--- config.mk ---
export PLATFORM = sky130hd
export DESIGN_NAME = ics_miss_refill
export DESIGN_NICKNAME = d
export VERILOG_FILES = /design/src/rtl/ics_miss_refill_pkg.sv /design/src/rtl/ics_miss_refill_beat_cnt.sv /design/src/rtl/ics_miss_refill.sv
export SDC_FILE = /design/constraint.sdc
export NUM_CORES = 1
export LEC_CHECK = 0
export ABC_AREA = 1
export CORE_MARGIN = 4
export CORE_UTILIZATION = 33
export CTS_CLUSTER_SIZE = 12
export DETAILED_ROUTE_END_ITERATION = 8
export PLACE_DENSITY_LB_ADDON = 0.15
export SETUP_SLACK_MARGIN = 0.4
export SLEW_MARGIN = 20
export SYNTH_ARGS = -nofsm -noshare
export SYNTH_HDL_FRONTEND = slang
export SYNTH_HIERARCHICAL = 1
export SYNTH_SLANG_ARGS = --single-unit
--- constraint.sdc ---
create_clock -name clk -period 1.9 [get_ports clk]
set_clock_uncertainty 0.1 [all_clocks]
set_input_delay 0.38 -clock clk [delete_from_list [all_inputs] [get_ports clk]]
set_output_delay 0.38 -clock clk [all_outputs]
set_load 0.05 [all_outputs]
--- src/rtl/ics_miss_refill_pkg.sv ---
// Shared constants and FSM encoding for the instruction-cache miss refill path.
package ics_miss_refill_pkg;

    localparam int DEF_ADDR_WIDTH = 16;
    localparam int DEF_WORD_WIDTH = 16;
    localparam int DEF_LINE_WORDS = 4;
    localparam int DEF_NUM_SETS   = 64;

    // Refill FSM states; IDLE must stay at zero so o_miss_state is just "state != 0".
    typedef enum logic [1:0] {
        ST_IDLE   = 2'd0,
        ST_REQ    = 2'd1,
        ST_FILL   = 2'd2,
        ST_TAG_WR = 2'd3
    } refill_state_e;

endpackage

--- src/rtl/ics_miss_refill_beat_cnt.sv ---
// Beat counter for one line burst: clear at burst start, step on each accepted beat.
module ics_miss_refill_beat_cnt #(
    parameter int LINE_WORDS  = 4,
    parameter int OFFSET_BITS = $clog2(LINE_WORDS)
) (
    input  logic                   clk,
    input  logic                   rst,
    input  logic                   i_clr,
    input  logic                   i_en,
    output logic [OFFSET_BITS-1:0] o_count,
    output logic                   o_last
);

    logic [OFFSET_BITS-1:0] cnt_q, cnt_d;

    // Next count: clear wins over step; the last step wraps naturally to zero.
    always_comb begin
        cnt_d = cnt_q;
        if (i_clr)
            cnt_d = '0;
        else if (i_en)
            cnt_d = cnt_q + OFFSET_BITS'(1);
    end

    // Counter register.
    always_ff @(posedge clk) begin
        if (rst)
            cnt_q <= '0;
        else
            cnt_q <= cnt_d;
    end

    assign o_count = cnt_q;
    assign o_last  = (cnt_q == OFFSET_BITS'(LINE_WORDS - 1));

endmodule

--- src/rtl/ics_miss_refill.sv ---
// Instruction-cache miss responder: captures a miss, bursts the line in from
// memory, writes every data word, then writes the tag and releases the miss.
module ics_miss_refill
    import ics_miss_refill_pkg::*;
#(
    parameter int ADDR_WIDTH  = DEF_ADDR_WIDTH,
    parameter int WORD_WIDTH  = DEF_WORD_WIDTH,
    parameter int LINE_WORDS  = DEF_LINE_WORDS,
    parameter int NUM_SETS    = DEF_NUM_SETS,
    parameter int OFFSET_BITS = $clog2(LINE_WORDS),
    parameter int INDEX_BITS  = $clog2(NUM_SETS),
    parameter int TAG_WIDTH   = ADDR_WIDTH - INDEX_BITS - OFFSET_BITS
) (
    input  logic                   clk,
    input  logic                   rst,
    input  logic                   i_halt,
    input  logic [ADDR_WIDTH-1:0]  i_miss_addr,
    input  logic                   i_miss_valid,
    output logic                   o_miss_ready,
    output logic                   o_miss_state,
    output logic [ADDR_WIDTH-1:0]  o_mem_req_addr,
    output logic                   o_mem_req_valid,
    input  logic                   i_mem_req_ready,
    input  logic [WORD_WIDTH-1:0]  i_mem_rsp_data,
    input  logic                   i_mem_rsp_valid,
    output logic                   o_mem_rsp_ready,
    output logic                   o_data_we,
    output logic [INDEX_BITS-1:0]  o_data_index,
    output logic [OFFSET_BITS-1:0] o_data_offset,
    output logic [WORD_WIDTH-1:0]  o_data_wdata,
    output logic                   o_tag_we,
    output logic [INDEX_BITS-1:0]  o_tag_index,
    output logic [TAG_WIDTH-1:0]   o_tag_value,
    output logic                   o_tag_valid
);

    refill_state_e          state_q;
    logic [ADDR_WIDTH-1:0]  addr_q;
    logic                   miss_state_q;

    logic [INDEX_BITS-1:0]  idx_q;
    logic [TAG_WIDTH-1:0]   tag_q;
    logic                   unused_addr_lsb;

    logic                   accept;
    logic                   req_fire;
    logic                   beat;
    logic [OFFSET_BITS-1:0] cnt;
    logic                   cnt_last;

    assign idx_q = addr_q[OFFSET_BITS +: INDEX_BITS];
    assign tag_q = addr_q[ADDR_WIDTH-1 -: TAG_WIDTH];
    // Word offset of the missing address is irrelevant: the whole line is refilled.
    assign unused_addr_lsb = ^addr_q[OFFSET_BITS-1:0];

    // Handshakes; halt masks every one of them so nothing advances while frozen.
    assign accept   = (state_q == ST_IDLE) & i_miss_valid & ~i_halt & ~rst;
    assign req_fire = (state_q == ST_REQ)  & i_mem_req_ready & ~i_halt;
    assign beat     = (state_q == ST_FILL) & i_mem_rsp_valid & ~i_halt;

    ics_miss_refill_beat_cnt #(
        .LINE_WORDS  (LINE_WORDS),
        .OFFSET_BITS (OFFSET_BITS)
    ) u_beat_cnt (
        .clk     (clk),
        .rst     (rst),
        .i_clr   (req_fire),
        .i_en    (beat),
        .o_count (cnt),
        .o_last  (cnt_last)
    );

    // Refill FSM with captured miss address and registered miss-state flag.
    always_ff @(posedge clk) begin
        if (rst) begin
            state_q      <= ST_IDLE;
            addr_q       <= '0;
            miss_state_q <= 1'b0;
        end else if (!i_halt) begin
            case (state_q)
                ST_IDLE: begin
                    if (i_miss_valid) begin
                        addr_q       <= i_miss_addr;
                        state_q      <= ST_REQ;
                        miss_state_q <= 1'b1;
                    end
                end
                ST_REQ: begin
                    if (i_mem_req_ready)
                        state_q <= ST_FILL;
                end
                ST_FILL: begin
                    // Tag is only written after the final data word lands.
                    if (i_mem_rsp_valid && cnt_last)
                        state_q <= ST_TAG_WR;
                end
                ST_TAG_WR: begin
                    state_q      <= ST_IDLE;
                    miss_state_q <= 1'b0;
                end
                default: state_q <= ST_IDLE;
            endcase
        end
    end

    // Miss handshake toward stage 1; ready is held low while reset is asserted.
    assign o_miss_ready = (state_q == ST_IDLE) & ~i_halt & ~rst;
    assign o_miss_state = miss_state_q;

    // Memory request: line-aligned address, stable for the whole REQ phase.
    assign o_mem_req_addr  = {tag_q, idx_q, {OFFSET_BITS{1'b0}}};
    assign o_mem_req_valid = (state_q == ST_REQ) & ~i_halt;
    assign o_mem_rsp_ready = (state_q == ST_FILL) & ~i_halt;

    // Data array write, one word per accepted beat; wdata is zero when idle.
    assign o_data_we     = beat;
    assign o_data_index  = idx_q;
    assign o_data_offset = cnt;
    assign o_data_wdata  = beat ? i_mem_rsp_data : '0;

    // Tag array write, single cycle in TAG_WR.
    assign o_tag_we    = (state_q == ST_TAG_WR) & ~i_halt;
    assign o_tag_index = idx_q;
    assign o_tag_value = tag_q;
    assign o_tag_valid = o_tag_we;

endmodule

## Yosys cells after proc, flatten, opt, wreduce, memory -nomap -nowiden

Cells that the tools add are included.

- Input bits: 38
- Logic and storage cells: 37
- Flip-flop bits (word level): 21

- Eq/ne operators: 7
- Multiplexer cells: 7
- Add/sub/neg operators: 1
- Bitwise gates (word level): 11
- Reduce and logical (&&, ||, !) cells: 7

Operator list:

| kind | number |
|---|---|
| $mux W16 | 1 |
| $and A1 B1 Y1 | 9 |
| $pmux W2 S4 | 1 |
| $eq A2 B2 Y1 const B | 3 |
| $mux W2 | 3 |
| $reduce_and A3 Y1 | 2 |
| $ne A2 B2 Y1 const B | 2 |
| $reduce_and A4 Y1 | 1 |
| $add A2 B1 Y2 const B | 1 |
| $eq A2 B1 Y1 const B | 1 |
| $logic_not A2 Y1 | 1 |
| $ne A2 B1 Y1 const B | 1 |
| $not A1 Y1 | 2 |
| $pmux W1 S2 | 1 |
| $reduce_bool A2 Y1 | 1 |
| $reduce_or A2 Y1 | 1 |
| $logic_and A1 B1 Y1 | 1 |
| $mux W1 | 1 |

## Longest topological paths before layout

- Depth in word-level cells: 4
- Mapped depth: 8
- Gate-level depth less buffers: 8

## Hierarchy

Netlist, hierarchy kept.

Modules (own cells, without submodules):

| module | area an instance (um^2) | cells each | times used |
|---|---|---|---|
| ics_miss_refill | 1127.3 | 165 | 1 |
| ics_miss_refill_beat_cnt | 95.1 | 13 | 1 |

## Worst setup path after synthesis

No wires, ideal clock.

- Kind: register -> output
- Start: reg state_q[1]
- End: out o_tag_we
- Buffers on the path: 1
- Path slack: -0.179 ns
- Cell stages (with the launch flop): 5
- Arrival time: 1.599 ns
- Cell sequence: dfxtp_1 > ha_1 > inv_1 > nor2_1 > buf_4

- Cells in the longest elaborated chain, start to end: 2

Ends and longest elaborated chain:

| what | line | text |
|---|---|---|
| start: declaration | ics_miss_refill.sv:37 | `refill_state_e state_q;` |
| start signal: assignment | ics_miss_refill.sv:76 | `state_q <= ST_IDLE;` |
| start signal: assignment | ics_miss_refill.sv:84 | `state_q <= ST_REQ;` |
| start signal: assignment | ics_miss_refill.sv:90 | `state_q <= ST_FILL;` |
| $eq A2 B2 Y1 | ics_miss_refill.sv:122 | `assign o_tag_we = (state_q == ST_TAG_WR) & ~i_halt;` |
| $and A1 B1 Y1 | ics_miss_refill.sv:122 |  |
| end: declaration | ics_miss_refill.sv:31 | `output logic o_tag_we,` |

Every way passes these cells.

## Worst setup path in the final report

- Start: reg state_q[0]
- End: out o_data_wdata[0]

- Cells in the longest elaborated chain, start to end: 4

Ends and longest elaborated chain:

| what | line | text |
|---|---|---|
| $eq A2 B2 Y1 | ics_miss_refill.sv:59 | `assign beat = (state_q == ST_FILL) & i_mem_rsp_valid & ~i_halt;` |
| $and A1 B1 Y1 (2 in series) | ics_miss_refill.sv:59 |  |
| $mux W16 | ics_miss_refill.sv:119 | `assign o_data_wdata = beat ? i_mem_rsp_data : '0;` |
| end: declaration | ics_miss_refill.sv:30 | `output logic [WORD_WIDTH-1:0] o_data_wdata,` |

Every way passes these cells.

==> impl_metrics.ini <==
[placed_design]
dp_hpwl_um = 3080
place_congestion = 0.740
numPortBuffers = 94
dp_cells = 298

[pwr]
net-switching-power_mw = 0.823
cellLeakagePower_nw = 1.24
p_int_mw = 1.01
pwr-share-seq_pct = 26.9
clkPwrFrac_pct = 16.0
peakVddDrop_mv = 0.516
p_sw_share_pct = 44.9
p_comb_share_pct = 57.1
power.density_nw_per_um2 = 652

[logic_synthesis]
yosysTopAreaCellShare_pct = 31.1
yosys.area_share.xor_xnor_pct = 0
synthMuxAreaShare_pct = 0
syn_avg_cell_area_um2 = 6.87
synth_compound_area_share_pct = 6.96
synth_top_family_by_area = simple AND/OR/NAND/NOR gates
yosys.area_share.adder_pct = 7.16
yosysWarnings = 6
synth_seq_cells = 19
yosys.area_share.simple_pct = 27.8
synth_seq_area_share_pct = 31.1
yosys-top-cells-area = dfxtp_1 (31%), buf_4 (15%), nor2_1 (14%)
synthCells = 178
synthDistinctLibCells = 19
synth_area_um2 = 1220
yosysTopAreaCell = dfxtp_1

[die]
die_w_um = 68.9
die-area_um2 = 4740
fp.dieH_um = 68.9
io_pins = 99
rows = 21
start_util_pct = 35.2
core_area_um2 = 3470

[timing]
setup_violations = 0
hold_viol_final = 0
rsz0062_at_grt = yes
final_max_slew_viol_count = 0
fmax_mhz = 533
final.min_clock_period_ns = 1.88
fin_crit_sh_pct = 98.8
fin_tns_setup_ns = 0

[clock_tree]
numClockSinks = 19
cts_tree = done
hold_buffers = 0
htree_levels = 1
clkTransAtPathRegs_ns = 0.07
clockRootBuffer = clkbuf_8
numCtsBuffers = 3
clk_path_buf_depth = 2
clk_latency_ns = 0.26

[route]
wl_per_cell_um = 14.8
routed_wirelength_um = 4690
vias = 1385
dr.pass1.iters = 3
routed_via_density = 4.37
drc_errors = 0
drtAntennaViolNets = 0
drt-initial-drc-count = 54

[critical_path]
cpPeakStageDelay_ns = 0.36
worstPathCellList = inv_4 -> ha_4 -> nand3_4 -> buf_12 -> nor2_4 -> buf_12
cp_max_fo = 7
cp_top_family = buffers and inverters
cpMostUsedCell = buf_12
crit_type = reg -> out
cp.required_ns = 1.42
critPathSlowestCell = dfxtp_4
cp.arrival_ns = 1.40
cp-start-kind = register
end_kind = output pin
worst-path-buf-inv = 3

[global_route]
grt_max_degree = 18
grt_pass1_wl_um = 6080
grt_usage_pct = 17.4
grt_overflow = 0
grt_pass1_vias = 1277
grt_antenna_before_repair = 0

[final_layout]
n_antenna_cell = 0
fin_cells = 317
fin_util_pct = 81.1
area_growth_pct = 130
final_nets = 317
n_fill_cell = 215
drive_gt1_share_pct = 57.9

[status]
status = finished, final reports clean

[flow_run]
cap_violations = 0

[hold_path]
hold_path.class = reg -> reg
layout make-up:
type | instances | area, um^2 | share of cell area (%)
multi-input combinational | 103 | 842 | 30.0
clock inverter | 1 | 5.00 | 0.178
sequential | 19 | 390 | 13.9
timing repair buffer | 114 | 1320 | 46.9
inverter | 30 | 141 | 5.03
tap | 46 | 57.6 | 2.05
timing repair inverter | 1 | 16.3 | 0.579
clock buffer | 3 | 41.3 | 1.47
stage by stage:
stage	power [mW]	setup slack, ns	area, um^2	hold WS [ns]
floorplan	1.09	0.246	1390	0.392
global placement	1.33	-0.0464	2360	0.359
detailed placement	1.34	-0.0779	2360	0.365
CTS	1.67	0.0170	2530	0.376
global route	1.92	-0.0435	2810	0.408
finish	1.83	0.0237	2810	0.386
timing repair:
action	CTS	global route
cloned	1	2
resized for setup	23	51
setup buffers	3	9
pin swaps	5	15
setup endpoints to repair	24	41
per-layer routing:
layer	global-route usage (%)	part of all wire, %	vias up
li1	-	-	693
met1	18.3	33	646
met2	34.2	61	38
met3	4.05	5.5	8
met4	4.62	1.2	0
met5	0	0	-
kinds of logic (layout without fill, tap and decap cells):
| logic type | Yosys count | in the layout |
|---|---|---|
| buffers and inverters | 57 | 149 |
| AOI/OAI and AO/OA | 17 | 17 |
| and+or+nand+nor | 77 | 77 |
| adders and majority gates | 7 | 7 |
| DFF | 19 | 19 |
| other | 1 | 2 |
worst paths after layout:
| kind | cells past startpoint | start | slack [ns] | endpoint |
|---|---|---|---|---|
| worst min-delay path | 2 | u_beat_cnt/o_count[0]$_SDFFE_PP0P_ | 0.39 | u_beat_cnt/o_count[0]$_SDFFE_PP0P_ |
| worst max-delay path | 6 | state_q[0]$_SDFFE_PP0P_ | 0.02 | o_data_wdata[0] |
| worst min register to register | 2 | u_beat_cnt/o_count[0]$_SDFFE_PP0P_ | 0.39 | u_beat_cnt/o_count[0]$_SDFFE_PP0P_ |
| worst max register to register | 10 | state_q[0]$_SDFFE_PP0P_ | 0.31 | u_beat_cnt/o_count[1]$_SDFFE_PP0P_ |
cell usage in the layout (no fill, tap or decap), drive strengths merged:
cell type / Yosys / layout
dlygate4sd2: 0 / 2
inv: 30 / 28
clkinvlp: 0 / 2
conb: 1 / 2
buf: 26 / 78
clkinv: 0 / 2
clkdlybuf4s50: 0 / 33
nand3: 2 / 2
nand2: 15 / 15
clkbuf: 1 / 4
nor2: 59 / 59
o21ai: 16 / 16
a21oi: 1 / 1
dfxtp: 19 / 19
nor3: 1 / 1
ha: 7 / 7
sequential cells by signal, summed over array words and instances (netlist names):
name,count
o_miss_state,1
addr_q,14
state_q,2
u_beat_cnt/o_count,2
cells in the mapped netlist (all sizes together):
library cell and number:
nor3 1, clkbuf 1, inv 30, nor2 59
ha 7, a21oi 1, dfxtp 19, conb 1
nand2 15, o21ai 16, nand3 2, buf 26
power groups by stage:
| stage | clock network, mW | logic, mW | registers (mW) |
|---|---|---|---|
| 2_1_floorplan | 0 | 0.487 | 0.603 |
| 3_3_place_gp | 0 | 0.839 | 0.491 |
| 3_5_place_dp | 0 | 0.848 | 0.494 |
| 4_1_cts | 0.297 | 0.890 | 0.485 |
| 5_1_grt | 0.320 | 1.10 | 0.501 |
| 6_report | 0.293 | 1.05 | 0.493 |
tightest hold or removal path: stages (launching register included):
cell and delay [ns]:
dfxtp_2 0.34, nor2_1 0.08, nor2_1 0.04
Power figures use the tool's default switching activity.
